**config.mk**
```make
export PLATFORM = sky130hd
export DESIGN_NAME = ploc_occupancy_counter
export DESIGN_NICKNAME = d
export VERILOG_FILES = /design/src/rtl/ploc_occupancy_counter.sv
export SDC_FILE = /design/constraint.sdc
export NUM_CORES = 1
export LEC_CHECK = 0
export BUFFER_PORTS_ARGS = -buffer_cell sky130_fd_sc_hd__buf_2
export CAP_MARGIN = 15
export CORE_MARGIN = 3
export CORE_UTILIZATION = 40
export CTS_CLUSTER_DIAMETER = 80
export CTS_CLUSTER_SIZE = 12
export DETAILED_ROUTE_END_ITERATION = 7
export GPL_TIMING_DRIVEN = 0
export PLACE_DENSITY = 0.69
export SLEW_MARGIN = 20
export SYNTH_ARGS = -nofsm -noshare
export SYNTH_HDL_FRONTEND = slang
export SYNTH_SLANG_ARGS = --single-unit
export TNS_END_PERCENT = 5
```
**constraint.sdc**
```tcl
create_clock -name clk -period 6 [get_ports clk]
set_clock_uncertainty 0.15 [all_clocks]
set_input_delay 1.8 -clock clk [delete_from_list [all_inputs] [get_ports clk]]
set_output_delay 1.8 -clock clk [all_outputs]
set_load 0.01 [all_outputs]
```
**src/rtl/ploc_occupancy_counter.sv**
```systemverilog
// Parking-lot occupancy counter.
// Turns entry/exit event codes into a bounded occupancy count with full and
// empty status. Faults go to sticky flags and a saturating error counter.
// A background double-dabble converter drives three BCD digits for display.
//
// Handshake: there is no valid/ready pair. An event code acts exactly once,
// in the first cycle it differs from the previous cycle's code, and only if
// it is not IDLE. bcd_busy high means bcd_hund/tens/ones still hold the
// previous result. A new result is guaranteed to follow.
module ploc_occupancy_counter #(
   parameter int CAPACITY = 25,
   parameter int CNT_W    = 10,
   parameter int ERR_W    = 8
) (
   input  logic             clk,
   input  logic             reset,
   input  logic [1:0]       inc_dec,
   input  logic             clr_err,
   output logic [CNT_W-1:0] count,
   output logic             full,
   output logic             empty,
   output logic             ovf_err,
   output logic             unf_err,
   output logic             sensor_fault,
   output logic [ERR_W-1:0] err_cnt,
   output logic [3:0]       bcd_hund,
   output logic [3:0]       bcd_tens,
   output logic [3:0]       bcd_ones,
   output logic             bcd_busy
);

   localparam logic [1:0]       CODE_IDLE = 2'b00;
   localparam logic [1:0]       CODE_DEC  = 2'b01;
   localparam logic [1:0]       CODE_INC  = 2'b10;
   localparam logic [1:0]       CODE_ERR  = 2'b11;
   localparam logic [CNT_W-1:0] CAP_VAL   = CNT_W'(CAPACITY);
   localparam logic [ERR_W-1:0] ERR_MAX   = '1;
   localparam int               SH_W      = $clog2(CNT_W + 1);
   localparam int               WORK_W    = 12 + CNT_W;
   localparam logic [SH_W-1:0]  LAST_SH   = SH_W'(CNT_W - 1);

   // Converter state is kept in a named enum register so checkers can bind to it.
   typedef enum logic [1:0] {
      BCD_IDLE  = 2'b00,
      BCD_SHIFT = 2'b01,
      BCD_DONE  = 2'b10
   } bcd_state_t;

   logic [1:0]        prev_code;
   logic              event_act;
   logic              inc_ev;
   logic              dec_ev;
   logic              err_code_ev;
   logic              ovf_ev;
   logic              unf_ev;
   logic              any_err_ev;
   logic [CNT_W-1:0]  count_q;
   logic              count_chg_q;
   logic              pending_q;
   bcd_state_t        bcd_state_q;
   bcd_state_t        bcd_state_d;
   logic              conv_start;
   logic [SH_W-1:0]   shift_cnt_q;
   logic [WORK_W-1:0] work_q;
   logic [WORK_W-1:0] work_adj;
   logic [11:0]       bcd_q;

   // Edge-detect the event code: only a fresh, non-IDLE code counts.
   assign event_act   = (inc_dec != CODE_IDLE) && (inc_dec != prev_code);
   assign inc_ev      = event_act && (inc_dec == CODE_INC);
   assign dec_ev      = event_act && (inc_dec == CODE_DEC);
   assign err_code_ev = event_act && (inc_dec == CODE_ERR);

   assign full        = (count_q == CAP_VAL);
   assign empty       = (count_q == '0);
   assign ovf_ev      = inc_ev && full;
   assign unf_ev      = dec_ev && empty;
   assign any_err_ev  = ovf_ev || unf_ev || err_code_ev;

   assign count       = count_q;
   assign bcd_hund    = bcd_q[11:8];
   assign bcd_tens    = bcd_q[7:4];
   assign bcd_ones    = bcd_q[3:0];
   assign bcd_busy    = (bcd_state_q != BCD_IDLE);
   assign conv_start  = (bcd_state_q == BCD_IDLE) && (count_chg_q || pending_q);

   // Remember last cycle's code for event qualification.
   always_ff @(posedge clk) begin
      if (reset) prev_code <= CODE_IDLE;
      else       prev_code <= inc_dec;
   end

   // Occupancy register: bounded up/down count, never wraps.
   always_ff @(posedge clk) begin
      if (reset) begin
         count_q     <= '0;
         count_chg_q <= 1'b0;
      end else begin
         count_chg_q <= 1'b0;
         if (inc_ev && !full) begin
            count_q     <= count_q + CNT_W'(1);
            count_chg_q <= 1'b1;
         end else if (dec_ev && !empty) begin
            count_q     <= count_q - CNT_W'(1);
            count_chg_q <= 1'b1;
         end
      end
   end

   // Sticky fault flags and saturating error count; a clear strobe is applied before a same-cycle event.
   always_ff @(posedge clk) begin
      if (reset) begin
         ovf_err      <= 1'b0;
         unf_err      <= 1'b0;
         sensor_fault <= 1'b0;
         err_cnt      <= '0;
      end else begin
         if (clr_err) begin
            ovf_err      <= 1'b0;
            unf_err      <= 1'b0;
            sensor_fault <= 1'b0;
            err_cnt      <= '0;
         end
         if (ovf_ev)      ovf_err      <= 1'b1;
         if (unf_ev)      unf_err      <= 1'b1;
         if (err_code_ev) sensor_fault <= 1'b1;
         if (any_err_ev) begin
            if (clr_err)                err_cnt <= ERR_W'(1);
            else if (err_cnt != ERR_MAX) err_cnt <= err_cnt + ERR_W'(1);
         end
      end
   end

   // Converter state register.
   always_ff @(posedge clk) begin
      if (reset) bcd_state_q <= BCD_IDLE;
      else       bcd_state_q <= bcd_state_d;
   end

   // Converter next-state: start on a count change or a deferred request, shift CNT_W bits, then publish.
   always_comb begin
      bcd_state_d = bcd_state_q;
      case (bcd_state_q)
         BCD_IDLE:  if (conv_start) bcd_state_d = BCD_SHIFT;
         BCD_SHIFT: if (shift_cnt_q == LAST_SH) bcd_state_d = BCD_DONE;
         BCD_DONE:  bcd_state_d = BCD_IDLE;
         default:   bcd_state_d = BCD_IDLE;
      endcase
   end

   // Double-dabble correction: add 3 to every BCD digit of 5 or more before the shift.
   always_comb begin
      work_adj = work_q;
      for (int i = 0; i < 3; i++) begin
         if (work_q[CNT_W + 4*i +: 4] >= 4'd5)
            work_adj[CNT_W + 4*i +: 4] = work_q[CNT_W + 4*i +: 4] + 4'd3;
      end
   end

   // Converter datapath: load, shift and publish, plus the pending flag for changes seen while busy.
   always_ff @(posedge clk) begin
      if (reset) begin
         work_q      <= '0;
         shift_cnt_q <= '0;
         pending_q   <= 1'b0;
         bcd_q       <= '0;
      end else begin
         if (conv_start)
            pending_q <= 1'b0;
         else if (count_chg_q && (bcd_state_q != BCD_IDLE))
            pending_q <= 1'b1;

         case (bcd_state_q)
            BCD_IDLE: begin
               if (conv_start) begin
                  work_q      <= {12'b0, count_q};
                  shift_cnt_q <= '0;
               end
            end
            BCD_SHIFT: begin
               work_q      <= {work_adj[WORK_W-2:0], 1'b0};
               shift_cnt_q <= shift_cnt_q + SH_W'(1);
            end
            BCD_DONE: begin
               bcd_q <= work_q[WORK_W-1:CNT_W];
            end
            default: ;
         endcase
      end
   end

endmodule

```
== Yosys cells after proc, flatten, opt, wreduce, memory -nomap -nowiden ==
Index checks and enable logic that the tools add are counted.

* Muxes and demuxes: 22
* Eq/ne operators: 11
* Magnitude comparators: 3
* Add/sub/neg operators: 7
* Reductions and logical operators: 27

{| class="wikitable"
|+ Operators with widths
! kind !! number
|-
| $pmux 22 s2 || 1
|-
| $mux 8 || 4
|-
| $mux 22 || 1
|-
| $mux 10 || 2
|-
| $reduce_bool 2->1 || 7
|-
| $ge 4x3->1 const B || 3
|-
| $mux 4 || 3
|-
| $add 10x1->10 const B || 1
|-
| $eq 10x5->1 const B || 1
|-
| $logic_and 1x1->1 || 10
|-
| $logic_not 10->1 || 1
|-
| $sub 10x1->10 const B || 1
|-
| $add 4x2->4 const B || 2
|-
| $add 8x1->8 const B || 1
|-
| $ne 8x8->1 const B || 1
|-
| $pmux 4 s2 || 1
|-
| $eq 2x2->1 const B || 3
|-
| $mux 1 || 6
|-
| $add 4x1->4 const B || 1
|-
| $eq 2x1->1 const B || 2
|-
| $eq 4x4->1 const B || 1
|-
| $mux 2 || 2
|-
| $ne 2x2->1 const B || 2
|-
| $pmux 2 s2 || 1
|-
| other kinds (8) || 12
|}

* Bits in registers: 65
* Logic and storage cells: 82
* Input port bits: 5

== Depth between registers and ports, before layout ==
* Depth in word-level cells: 7
* Depth in mapped cells: 13
* Gate-level depth less buffers: 11

== Least setup slack after synthesis ==
Ideal clock, no wire load.

* Path kind: input to register
* Start point: in inc_dec[0]
* End point: reg count_q[7], in the netlist count[7]
* Required time: 5.733 ns
* Data arrival time: 4.071 ns
* Path slack: 1.662 ns
* Stages: 9
* Setup time: 0.117 ns
* Cells stage by stage: nor3b_1 -> nand2b_1 -> ha_1 -> a211oi_1 -> o21bai_1 -> a2111oi_0 -> nor3_1 -> xnor2_1 -> a22o_1

* Cells in the longest elaborated chain, start to end: 5
* Elaborated cells on any way between the ends: 11
* Classes of those cells: eq/ne (3); mux (1); reduce/logical (7)

{| class="wikitable"
|+ Ends and longest elaborated chain
! what !! RTL line !! text
|-
| start, declared || 17 || <nowiki>input logic [1:0] inc_dec,</nowiki>
|-
| $ne 2x2->1 or $reduce_bool 2->1 (tied branches) || 69 || <nowiki>assign event_act = (inc_dec != CODE_IDLE) && (inc_dec != prev_code);</nowiki>
|-
| $logic_and 1x1->1 || 69 ||
|-
| $logic_and 1x1->1, on equally long branches || 70, 71 ||
|-
| $logic_and 1x1->1, on equally long branches || 100, 103 ||
|-
| $mux 10 or $reduce_bool 2->1 (tied branches) || -- ||
|-
| end signal, assigned || 101 || <nowiki>count_q <= count_q + CNT_W'(1);</nowiki>
|-
| end signal, assigned || 104 || <nowiki>count_q <= count_q - CNT_W'(1);</nowiki>
|-
| end, declared || 57 || <nowiki>logic [CNT_W-1:0] count_q;</nowiki>
|}

Parallel ways exist; a longest one is shown, timed or not.
A chain may end at the register's enable or synchronous reset.

== Worst setup path in the final report ==
Same ends and word-level chain as after synthesis.

==> flow_summary.toml <==
[cells_and_area]
most-common-layout-cells = "65 x dfxtp_1, 52 x nor2_1, 43 x buf_2, 42 x nand2_1, 27 x a21oi_1"
fillers = 721
fin_area_um2 = 3680
areaGrowthSynthToFinish_pct = 15.5
final_common_cell = "dfxtp_1"
final_cells = 529
diodes = 0
fin_nets = 448
drive_gt1_share_pct = 14.9

[cts]
clkTransAtPathRegs_ps = 70
clockRootBuffer = "clkbuf_8"
cts_buffer_depth = 2
holdBufCountCts = 0
cts_tree = "done"
cts_made_buffers = 9
cts_resized = 0
cts_sinks = 65
clkLatencyLatePin_ps = 330
htree_num_levels = 3
postCtsSetupRepairBufs = 0

[timing]
finalHoldViolCount = 0
rsz0062_at_grt = "false"
period_minus_slack_ps = 4720
relSlewSlack_pct = 55.5
fin_crit_sh_pct = 78.6
drv_slew = 0
tns_ps = 0
setup_viol = 0
worstMarginPinSlew_ps = 665
timing.hold.ws_ps = 302
clock.fmax_ghz = 0.212

[power_and_ir_drop]
ir_drop_v = 0.000284
p_per_area_nw_per_um2 = 364
p_leak_nw = 1.49

[detailed_routing]
wire_per_inst_um = 13.1
drc_errors = 0
drtIter0Drc = 105
via_per_inst = 5.15
via_count = 2724
antenna_left = 0
drt-total-wl_um = 6920
dr.pass1.iters = 4

[die]
core_region_area_um2 = 7490
die_w_um = 95.2
start_util_pct = 42.5
placementRows = 31
die_y_um = 95.2
pin_count = 41
die-area_um2 = 9060

[synth]
syn_nets = 398
synth.distinct_cells = 48
syn_inst = 375
synth_ff_type = "dfxtp_1"
yosys.area.top_type = "dfxtp_1"
synth_seq_cells = 65
synth_seq_area_share_pct = 40.9
postSynthAreaPerCell_um2 = 8.49
async_flop_share_pct = 0
synth.cell_area_um2 = 3180
ys_top_cells_by_area = "dfxtp_1 41%, ha_1 6.7%, nor2_1 6.1%"
yosysWarnings = 0
synth_top_area_share_pct = 40.9
synth_edf_count = 0

[global_route]
grt_pass1_wl_um = 11500
antenna_found_initial = 0
grt-ovfl-total = 0
grt_pass1_vias = 2513
track_usage_pct = 15.9
grt_max_degree = 11

[placement]
gp_congestion = 0.833
dpl.hpwl_um = 5070
place_area_um2 = 3500
dp.cells = 513
io_buffers = 39

[critical_path]
start_kind = "input port"
crit_type = "in -> reg"
cp.required_ps = 6080
r2r_cells = 11
cp-end-kind = "flip-flop"
cp.arrival_ps = 4790
critical_path.max_fanout = 10

[flow_run]
maxCapViolCount = 0

[outcome]
status = "finished, final reports clean"

[min_path]
holdPathStages = 2
hold_class = "reg -> reg"
critical path, stage by stage:
cell,delay (ps)
buf_2,130
nor3b_1,520
nand2b_1,430
ha_1,440
a211oi_1,380
o21bai_1,150
a2111oi_0,490
nor3_1,120
xnor2_1,150
a22o_1,180
report_power, final:
part	switching [W]	total (W)	internal, W	leakage (nW)
Sequential	0.0000499	0.000521	0.000471	0.527
Combinational	0.000272	0.000488	0.000215	0.871
Clock	0.000160	0.000331	0.000171	0.0932
Total	0.000482	0.00134	0.000857	1.49
final timing paths:
check                         from               endpoint  slack [ps]
max                     inc_dec[0]  count[7]$_SDFFE_PP0P_        1280
min          bcd_q[9]$_SDFFE_PP0N_  bcd_q[9]$_SDFFE_PP0N_         300
max reg2reg  count[6]$_SDFFE_PP0P_  count[7]$_SDFFE_PP0P_        2240
min reg2reg  bcd_q[9]$_SDFFE_PP0N_  bcd_q[9]$_SDFFE_PP0N_         300
cells in the mapped netlist (2+ instances only):
cell       n
buf_2      4
mux2i_1    4
a211oi_1   3
nor4_1     3
o21ai_0    6
nor2_1    52
nor2b_1   13
clkbuf_1  14
ha_1      17
a222oi_1   9
o31ai_1    2
nand3_1    6
xor2_1     4
a21oi_1   27
nand2b_1   8
xnor2_1   15
a22oi_1    3
dfxtp_1   65
nor3b_1    3
a22o_1     4
nand4_1    3
o21ai_1   11
o21bai_1   3
or3b_1     2
and3_1     4
a21o_1     2
inv_1     12
nand2_1   42
nor3_1    15
flip-flops by register name, indices dropped and copies added, names as in the netlist:
register / flops
bcd_q: 12
err_cnt: 8
shift_cnt_q: 4
count_chg_q: 1
work_q: 22
sensor_fault: 1
count: 10
unf_err: 1
ovf_err: 1
pending_q: 1
bcd_state_q: 2
prev_code: 2
cells by family after synthesis:
family	Yosys count	share of synthesized area, %
AOI/OAI and AO/OA	79	17.6
adders and majority gates	18	7.31
xor gates and xnor gates	19	5.23
buffers and inverters	31	3.81
DFF	65	40.9
and+or+nand+nor	159	23.9
muxes	4	1.26
metal layers:
metal  vias up  track usage [%]  part of all wire [%]  routed length (um)
met4         0             5.77                   1.1                  78
met1      1255             20.7                    48                3330
met5         -                0                     0                   0
met3         5             4.26                   4.6                 315
met2        52             25.3                    46                3200
li1       1412                -                     -                   -
per-stage QoR:
| step | setup WS (ps) | utilization [%] | total power (W) |
|---|---|---|---|
| floorplan | 1660 | - | 0.000894 |
| global placement | 1070 | 46.8 | 0.00100 |
| detailed placement | 1020 | 46.8 | 0.00102 |
| CTS | 1340 | 49.1 | 0.00135 |
| global route | 1160 | 49.1 | 0.00143 |
| finish | 1280 | 49.1 | 0.00134 |
cell type report:
cell class / instances / area, um^2 / area share, %
sequential: 65 / 1300 / 35.4
buffer: 18 / 72.6 / 1.97
clock buffer: 13 / 159 / 4.32
tap: 99 / 124 / 3.37
inverter: 13 / 48.8 / 1.33
multi-input combinational: 279 / 1760 / 47.9
clock inverter: 3 / 15.0 / 0.408
timing repair buffer: 39 / 195 / 5.31
Note: power is estimated with default switching activity, not from simulation.
